**src/rtl/tm1638_frame_sched.sv**
```systemverilog
// tm1638_frame_sched: snapshots six BCD digits and sequences one TM1638 frame (0x40 | 0xC0 + 16 data | ctrl).
// Latency: a frame starts the cycle after its trigger; stb falls one cycle before the first byte of each group.
// Backpressure: each byte is held on tx_valid/tx_data until tx_ready; stb rises only once tx_ready returns high.
// Option: define TM1638_BRIGHT_CFG_EN to add brightness/disp_on ports that build the display-control byte.
module tm1638_frame_sched #(
    parameter int GAP_CYCLES     = 50,
    parameter int REFRESH_CYCLES = 5_000_000,
    parameter int BRIGHT         = 7
) (
    input  logic       clk_50M,
    input  logic       reset,
    input  logic       frame_req,
    input  logic [3:0] hour_chuc,
    input  logic [3:0] hour_dv,
    input  logic [3:0] min_chuc,
    input  logic [3:0] min_dv,
    input  logic [3:0] sec_chuc,
    input  logic [3:0] sec_dv,
    input  logic       colon,
`ifdef TM1638_BRIGHT_CFG_EN
    input  logic [2:0] brightness,
    input  logic       disp_on,
`endif
    output logic [7:0] tx_data,
    output logic       tx_valid,
    input  logic       tx_ready,
    output logic       stb,
    output logic       frame_busy,
    output logic       frame_done
);

    typedef enum logic [2:0] {IDLE, CMD, GAP1, ADDR, DATA, GAP2, CTRL, DONE} state_t;
    // Per-group phases: stb low with no byte yet, byte(s) on the bus, waiting for the shifter to drain
    typedef enum logic [1:0] {PH_LEAD, PH_SEND, PH_DRAIN} phase_t;

    localparam logic [15:0] GAP_LAST     = 16'(GAP_CYCLES - 1);
    localparam logic [31:0] REFRESH_LAST = 32'(REFRESH_CYCLES - 1);
    localparam logic [7:0]  CTRL_CONST   = 8'h88 | {5'd0, BRIGHT[2:0]};

    state_t            state_q;
    phase_t            ph_q;
    logic              stb_q, tx_valid_q, busy_q, done_q, pend_q;
    logic [7:0]        tx_data_q, ctrl_q;
    logic [3:0]        idx_q;
    logic [15:0]       gap_q;
    logic [31:0]       refresh_q;
    logic [5:0][3:0]   snap_q;
    logic              colon_q;

    logic              refresh_hit_d, trig_d;
    logic [31:0]       refresh_d;
    logic [3:0]        byte_sel_d;
    logic [7:0]        data_byte_d, lead_byte_d, ctrl_d;

    function automatic logic [7:0] seg7(input logic [3:0] d);
        case (d)
            4'd0:    seg7 = 8'h3F;
            4'd1:    seg7 = 8'h06;
            4'd2:    seg7 = 8'h5B;
            4'd3:    seg7 = 8'h4F;
            4'd4:    seg7 = 8'h66;
            4'd5:    seg7 = 8'h6D;
            4'd6:    seg7 = 8'h7D;
            4'd7:    seg7 = 8'h07;
            4'd8:    seg7 = 8'h7F;
            4'd9:    seg7 = 8'h6F;
            default: seg7 = 8'h00;
        endcase
    endfunction

`ifdef TM1638_BRIGHT_CFG_EN
    assign ctrl_d = {4'h8, disp_on, brightness};
`else
    assign ctrl_d = CTRL_CONST;
`endif

    // Trigger sources, the next data byte of the frame and the first byte of each group
    always_comb begin
        refresh_hit_d = 1'b0;
        if (REFRESH_CYCLES != 0 && refresh_q == REFRESH_LAST) begin
            refresh_hit_d = 1'b1;
        end
        refresh_d = (REFRESH_CYCLES == 0 || refresh_hit_d) ? 32'd0 : refresh_q + 32'd1;
        trig_d    = frame_req | refresh_hit_d;

        // ADDR hands over to data byte 0; DATA advances to the following byte
        byte_sel_d  = (state_q == ADDR) ? 4'd0 : idx_q + 4'd1;
        data_byte_d = 8'h00;
        if (!byte_sel_d[0] && byte_sel_d < 4'd12) begin
            data_byte_d = seg7(snap_q[byte_sel_d[3:1]]);
            if (colon_q && (byte_sel_d == 4'd2 || byte_sel_d == 4'd6)) begin
                data_byte_d[7] = 1'b1;
            end
        end

        case (state_q)
            CMD:     lead_byte_d = 8'h40;
            ADDR:    lead_byte_d = 8'hC0;
            default: lead_byte_d = ctrl_q;
        endcase
    end

    // Free-running auto-refresh counter
    always_ff @(posedge clk_50M or negedge reset) begin
        if (!reset) begin
            refresh_q <= '0;
        end else begin
            refresh_q <= refresh_d;
        end
    end

    // Frame sequencer with registered stb/tx/status outputs
    always_ff @(posedge clk_50M or negedge reset) begin
        if (!reset) begin
            state_q    <= IDLE;
            ph_q       <= PH_LEAD;
            stb_q      <= 1'b1;
            tx_valid_q <= 1'b0;
            tx_data_q  <= 8'h00;
            busy_q     <= 1'b0;
            done_q     <= 1'b0;
            pend_q     <= 1'b0;
            idx_q      <= '0;
            gap_q      <= '0;
            snap_q     <= '0;
            colon_q    <= 1'b0;
            ctrl_q     <= 8'h00;
        end else begin
            done_q <= 1'b0;
            // Triggers during a frame collapse into one pending request
            if (busy_q && trig_d) begin
                pend_q <= 1'b1;
            end
            case (state_q)
                IDLE, DONE: begin
                    if (trig_d || pend_q) begin
                        snap_q  <= {sec_dv, sec_chuc, min_dv, min_chuc, hour_dv, hour_chuc};
                        colon_q <= colon;
                        ctrl_q  <= ctrl_d;
                        pend_q  <= 1'b0;
                        busy_q  <= 1'b1;
                        stb_q   <= 1'b0;
                        ph_q    <= PH_LEAD;
                        state_q <= CMD;
                    end else begin
                        state_q <= IDLE;
                    end
                end
                CMD, ADDR, DATA, CTRL: begin
                    case (ph_q)
                        PH_LEAD: begin
                            tx_valid_q <= 1'b1;
                            tx_data_q  <= lead_byte_d;
                            ph_q       <= PH_SEND;
                        end
                        PH_SEND: begin
                            if (tx_ready) begin
                                if (state_q == ADDR) begin
                                    state_q   <= DATA;
                                    idx_q     <= 4'd0;
                                    tx_data_q <= data_byte_d;
                                end else if (state_q == DATA && idx_q != 4'd15) begin
                                    idx_q     <= idx_q + 4'd1;
                                    tx_data_q <= data_byte_d;
                                end else begin
                                    tx_valid_q <= 1'b0;
                                    ph_q       <= PH_DRAIN;
                                end
                            end
                        end
                        default: begin
                            // Shifter idle again: close the group
                            if (tx_ready) begin
                                stb_q <= 1'b1;
                                gap_q <= '0;
                                ph_q  <= PH_LEAD;
                                case (state_q)
                                    CMD:     state_q <= GAP1;
                                    DATA:    state_q <= GAP2;
                                    default: begin
                                        state_q <= DONE;
                                        busy_q  <= 1'b0;
                                        done_q  <= 1'b1;
                                    end
                                endcase
                            end
                        end
                    endcase
                end
                GAP1, GAP2: begin
                    if (gap_q == GAP_LAST) begin
                        stb_q   <= 1'b0;
                        ph_q    <= PH_LEAD;
                        state_q <= (state_q == GAP1) ? ADDR : CTRL;
                    end else begin
                        gap_q <= gap_q + 16'd1;
                    end
                end
                default: state_q <= IDLE;
            endcase
        end
    end

    assign tx_data    = tx_data_q;
    assign tx_valid   = tx_valid_q;
    assign stb        = stb_q;
    assign frame_busy = busy_q;
    assign frame_done = done_q;

endmodule
```
**config.mk**
```make
export PLATFORM = sky130hd
export DESIGN_NAME = tm1638_frame_sched
export DESIGN_NICKNAME = d
export VERILOG_FILES = /design/src/rtl/tm1638_frame_sched.sv
export SDC_FILE = /design/constraint.sdc
export NUM_CORES = 1
export LEC_CHECK = 0
export CELL_PAD_IN_SITES_DETAIL_PLACEMENT = 0
export CELL_PAD_IN_SITES_GLOBAL_PLACEMENT = 1
export CORE_MARGIN = 1.5
export CORE_UTILIZATION = 49
export CTS_CLUSTER_SIZE = 20
export DETAILED_ROUTE_END_ITERATION = 7
export PLACE_DENSITY_LB_ADDON = 0.3
export SLEW_MARGIN = 20
export SYNTH_ARGS = -nofsm -noshare
export SYNTH_HDL_FRONTEND = slang
export SYNTH_SLANG_ARGS = --single-unit
```
**constraint.sdc**
```tcl
create_clock -name clk_50M -period 6.6 [get_ports clk_50M]
set_clock_uncertainty 0.2 [all_clocks]
set_input_delay 0.66 -clock clk_50M [delete_from_list [all_inputs] [get_ports clk_50M]]
set_output_delay 0.66 -clock clk_50M [all_outputs]
set_load 0.02 [all_outputs]
```
**Word level (Yosys, flattened, before mapping)**

Memories as Yosys holds them, arrays and structs flattened.
Cells that the tools add are included.

- Register bits after elaboration: 96
- Bits in latches: 0
- Memory bits (writable): 0
- Memory bits (read-only): 112
- Input bits: 29
- Memories kept: 1

- Add/subtract/negate cells: 3
- Multipliers: 0
- Divide/modulo/power cells: 0
- $lt $le $gt $ge: 2
- Equality and inequality tests: 29
- Shift operators: 0
- Multiplexer cells: 56
- Bitwise logic cells: 1
- Reductions and logical operators: 27

Memories:

| memory | depth | bits a word | rd ports | clocked after memory_dff | wr ports | line | RTL |
|---|---|---|---|---|---|---|---|
| (no name shown) | 16 | 7 | 1 | 0 | 0 | 56 | `case (d)` |

Operators with widths:

| operator | count |
|---|---|
| $mux 16 | 3 |
| $add 32x1->32 const B | 1 |
| $eq 32x23->1 const B | 1 |
| $mux 32 | 1 |
| $mux 8 | 4 |
| $pmux 16 s2 | 1 |
| $pmux 8 s2 | 2 |
| $mux 1 | 21 |
| $ne 2x2->1 const B | 10 |
| $reduce_and 4->1 | 5 |
| $ne 3x3->1 const B | 6 |
| $add 16x1->16 const B | 1 |
| $eq 16x6->1 const B | 1 |
| $mux 4 | 4 |
| $mux 3 | 5 |
| $bmux 4 s3 | 1 |
| $eq 3x3->1 const B | 4 |
| $mux 2 | 6 |
| $pmux 3 s2 | 2 |
| $reduce_and 5->1 | 2 |
| $pmux 3 s3 | 1 |
| $reduce_bool 2->1 | 4 |
| $reduce_or 2->1 | 4 |
| $eq 3x2->1 const B | 2 |
| 21 further kinds | 26 |

**Longest topological paths before layout**

- Depth in word-level cells: 11
- Mapped depth: 12
- Gate-level depth less buffers: 11

**Worst setup path before layout**

Ideal clock, no wire load.

- Path type: register to register
- From: reg idx_q[1]
- To: reg tx_data_q[1], in the netlist tx_data[1]
- Setup time: 127 ps
- Data arrival time: 2,700 ps
- Required time: 6,273 ps
- Setup slack: 3,573 ps
- Cell stages (with the launch flop): 11
- Buffers on the path: 1
- Clock period less this slack: 3,027 ps
- Cells stage by stage: dfrtp_1 > ha_1 > clkbuf_1 > mux2_2 > o211ai_1 > o21ai_0 > a21oi_1 > inv_1 > ha_1 > o32ai_1 > nor2b_1

- Word-level cells in the longest chain between the ends: 10
- Elaborated cells between the ends (all ways): 16

Ends and longest elaborated chain:

| what | line | RTL |
|---|---|---|
| start, declared | 44 | `logic [3:0] idx_q;` |
| start signal, assigned | 163 | `idx_q <= idx_q + 4'd1;` |
| $add 4x1->4 | 87 | `byte_sel_d = (state_q == ADDR) ? 4'd0 : idx_q + 4'd1;` |
| $mux 4 | 87 |  |
| $bmux 4 s3 | 90 | `data_byte_d = seg7(snap_q[byte_sel_d[3:1]]);` |
| $mux 4 (not written as such) | 90 |  |
| $mem_v2 16x7 | -- |  |
| $mux 8 | 89 | `if (!byte_sel_d[0] && byte_sel_d < 4'd12) begin` |
| $mux 8 | 162 | `end else if (state_q == DATA && idx_q != 4'd15) begin` |
| $mux 8 | 158 | `if (state_q == ADDR) begin` |
| $mux 8 | 157 | `if (tx_ready) begin` |
| $pmux 8 s2 | 150 | `case (ph_q)` |
| end signal, assigned | 153 | `tx_data_q <= lead_byte_d;` |
| end signal, assigned | 161 | `tx_data_q <= data_byte_d;` |
| end signal, assigned | 164 | `tx_data_q <= data_byte_d;` |
| end, declared | 43 | `logic [7:0] tx_data_q, ctrl_q;` |

Parallel ways exist; a longest one is shown, timed or not. The select of a mux whose other input is x is not followed.
A chain may end at the register's enable or synchronous reset.

**Worst setup path in the final report**

- From: reg idx_q[0]
- To: reg tx_data_q[1], in the netlist tx_data[1]

Same word-level chain as after synthesis.

==> parameters.txt <==
Parameter                              Value

STA
  Hold Worst Slack    0.0747 ns
  Max-slew violation count    0
  Final critical path time including I/O delays and setup    3.33 ns
  Worst-case headroom to the max-slew limit    36.4%
  Fmax    roughly 300 MHz
  Final hold viol count    0
  Setup violation total in the final timing report    0
  Unrepaired setup endpoints after global routing    no
  Worst setup margin    3.27 ns
  Sum Neg Setup Slack    0 ns
  Pin slew with the least headroom to its limit    0.951 ns
  Period utilization    between 50% and 60%

Floorplan
  Placeable Area    10300 sq um
  Floorplan die width    between 100 and 150 um
  Chip height    106 um
  Site row count    37
  Initial core utilization    50.2%
  Total die area    11200 sq um
  Number of ports placed on the die boundary    41

Logic synthesis
  Distinct cell type count after synthesis    slightly above 60
  Portion of the post-synthesis area used by sequential elements    46.5%
  Flip-flop and latch count after synthesis    96
  Number of synthesized flops with an enable pin    0
  Portion of synthesized cell area occupied by the leading cell type    a little under half
  Share of async-settable or async-resettable flops after synthesis    100%
  Biggest area contributors in the synthesized netlist    sky130_fd_sc_hd__dfrtp_1 46%, sky130_fd_sc_hd__mux2_4 5.5%, sky130_fd_sc_hd__xnor2_1 4.7%
  Most frequent cells after synthesis    95 x sky130_fd_sc_hd__dfrtp_1, 51 x sky130_fd_sc_hd__nand2_1, 44 x sky130_fd_sc_hd__nor2_1
  Most numerous cell in the Yosys netlist    sky130_fd_sc_hd__dfrtp_1
  Post-synthesis net count    approximately 550
  Total standard cell area after synthesis    between 5000 and 6000 sq um
  Number of standard cells after synthesis    509
  Synth Flop Type    sky130_fd_sc_hd__dfrtp_1
  Yosys warnings    0
  Mean Syn Cell Area    10.1 sq um
  Most area-hungry cell type in the Yosys netlist    sky130_fd_sc_hd__dfrtp_1

Setup path
  Critical Path Start Type    flop
  Most numerous cell on the critical path    sky130_fd_sc_hd__ha_1
  Endpoint type of the worst setup path    flop
  Crit path largest cell delay    0.65 ns
  Worst flop-to-flop path startpoint    idx_q[0]
  R2R Setup Slk    3.27 ns
  Cell count of the worst reg-to-reg path    9
  Worst r2r dst    tx_data[1]
  Total buffers and inverters traversed by the critical path    1
  Endpoint arrival time on the critical path    3.40 ns
  Worst-path maximum fanout    13
  Data required time of the worst path    6.67 ns
  Worst-path cell with the longest stage delay    sky130_fd_sc_hd__ha_1
  Cell-by-cell trace of the critical path    ha_1 > mux2_2 > o211ai_1 > o21ai_0 > a21oi_1 > inv_1 > ha_1 > o32ai_1 > nor2b_1
  Logic depth of the worst setup path including buffers    9
  Kind of cell adding the most delay to the critical path    adder cells
  Kind of critical path    reg -> reg

Detailed routing
  Average wire per standard cell    roughly 15 um
  Pre-antenna DRT Iters    5
  DRC violation count after routing    0
  Final wirelength    10.4 mm
  Initial drt markers    147
  Vias post-DR    3740
  Number of nets with antenna violations after detailed routing    0
  Detail-routed via count per cell    5.49

Global routing
  Number of antenna violations at the first check in global routing    0
  Total congestion overflow after global routing    0
  Overall fraction of global-route tracks in use    19.6%
  Via count of the first global-routing pass    about 3600
  Pin count of the biggest net entering global routing    50
  First-pass GRT wire length    roughly 18 mm

Finish
  Synth-to-Final Area Change    12.5%
  Fraction of final layout cells with drive strength greater than 1    11.0%
  Net total in the final layout    578
  Register area    ~2400 sq um
  Number of antenna diodes    0
  Final standard cell utilization of the core    56.5%
  Fill cells    916
  Area of the multi-input gates    2590 sq um

Power and ir drop
  Worst supply voltage drop on vdd    201 uV
  PnR Total Power    2540 uW
  Static Leak    0.00252 uW
  Power per cell area    about 440 nW/um^2

Flow run
  Max capacitance violation total    0

Clock network
  Cts bufs inserted    9
  Post-CTS Resized    0
  CTS root buffer    sky130_fd_sc_hd__clkbuf_8
  Clock tree from TritonCTS    built
  Clock insertion delay at the later pin of the skew report    0.38 ns
  Post-CTS setup buffers    0
  Sink count of the clock tree    96
  Count of H-tree levels built during CTS    3
  Max clock buf depth    2
  Post-CTS clock slew at the launch and capture registers of the worst setup and hold paths    0.10 ns
  Post-CTS Hold Buffers    0

Min path
  Hold Crit Class    in -> async

Outcome
  Result of the run    finished, final reports clean

Placed design
  Final weighted congestion of routability-driven global placement    0.829
  Total half-perimeter wirelength after legalization and detailed placement    7.36 mm
  Port Buffer Count    40
  Worst setup slack after placement    ~3.1 ns
cell type report:
| type | instances | area share, % |
|---|---|---|
| timing repair buffer | 43 | 7.20 |
| tap | 136 | 2.93 |
| multi-input combinational | 377 | 44.6 |
| clock buffer | 10 | 2.20 |
| sequential | 96 | 41.4 |
| clock inverter | 6 | 0.862 |
| inverter | 13 | 0.840 |
where the power goes:
part	total (uW)	leakage, uW	internal, uW	switching [uW]
registers	914	0.00122	743	171
clock network	363	0.0000892	143	221
logic	1270	0.00122	608	660
total	2540	0.00252	1490	1050
how the worst max path moves through the flow:
stage / slack (ns) / from / endpoint
floorplan: 3.57 / idx_q[1] / tx_data[1]
detailed placement: 3.13 / tx_ready / gap_q[15]
finish: 3.27 / idx_q[0] / tx_data[1]
global route: 2.93 / idx_q[0] / tx_data[1]
CTS: 3.30 / idx_q[0] / tx_data[1]
global placement: 3.19 / tx_ready / gap_q[15]
metrics by stage:
step           std cells  cell area (sq um)
3_3_place_gp         664               5630
4_1_cts              681               5810
5_1_grt              681               5810
6_report             681               5810
2_1_floorplan        509               5160
3_5_place_dp         665               5630
cell families (layout without fill, tap and decap cells):
family / count (synthesis) / count (layout) / share of synthesized area, %
and+or+nand+nor: 205 / 205 / 20.4
DFF: 96 / 96 / 46.5
AOI/OAI and AO/OA: 82 / 82 / 10.9
xor gates and xnor gates: 44 / 44 / 7.46
muxes: 37 / 37 / 9.23
buffers and inverters: 36 / 72 / 3.30
adders and majority gates: 9 / 9 / 2.18
metal layers:
| layer | wire length [um] | global-route usage [%] |
|---|---|---|
| met5 | 0 | 0 |
| met2 | 4740 | 30.5 |
| met1 | 5070 | 27.2 |
| met4 | 172 | 8.59 |
| met3 | 387 | 3.15 |
registers in the layout (all words and copies together), names as in the netlist, 2 cells and up:
register   flops
snap_q        24
state_q        3
idx_q          4
refresh_q     32
gap_q         16
tx_data        8
ph_q           2
worst register-to-register path: cells and delay by family (launching register included):
family          cells  cell delay [ns]
mux                 1             0.42
compound gates      4             0.92
fa+ha+maj           2             1.00
buf+inv             1             0.13
flops               1             0.48
simple gates        1             0.07
layout by cell type (no fill, tap or decap), drive strengths merged, types with 6 or more instances in the layout:
master	n
or3	8
xor2	16
nand2b	8
nand3	30
nand2	51
clkdlybuf4s50	39
mux2i	9
nor3	10
mux2	28
inv	16
xnor2	28
nand4	6
dfrtp	95
clkbuf	10
a21oi	16
and2	6
nor4	10
nor2b	8
nor2	44
o21ai	22
ha	9
and3	6
(Power assumes the default switching activity.)
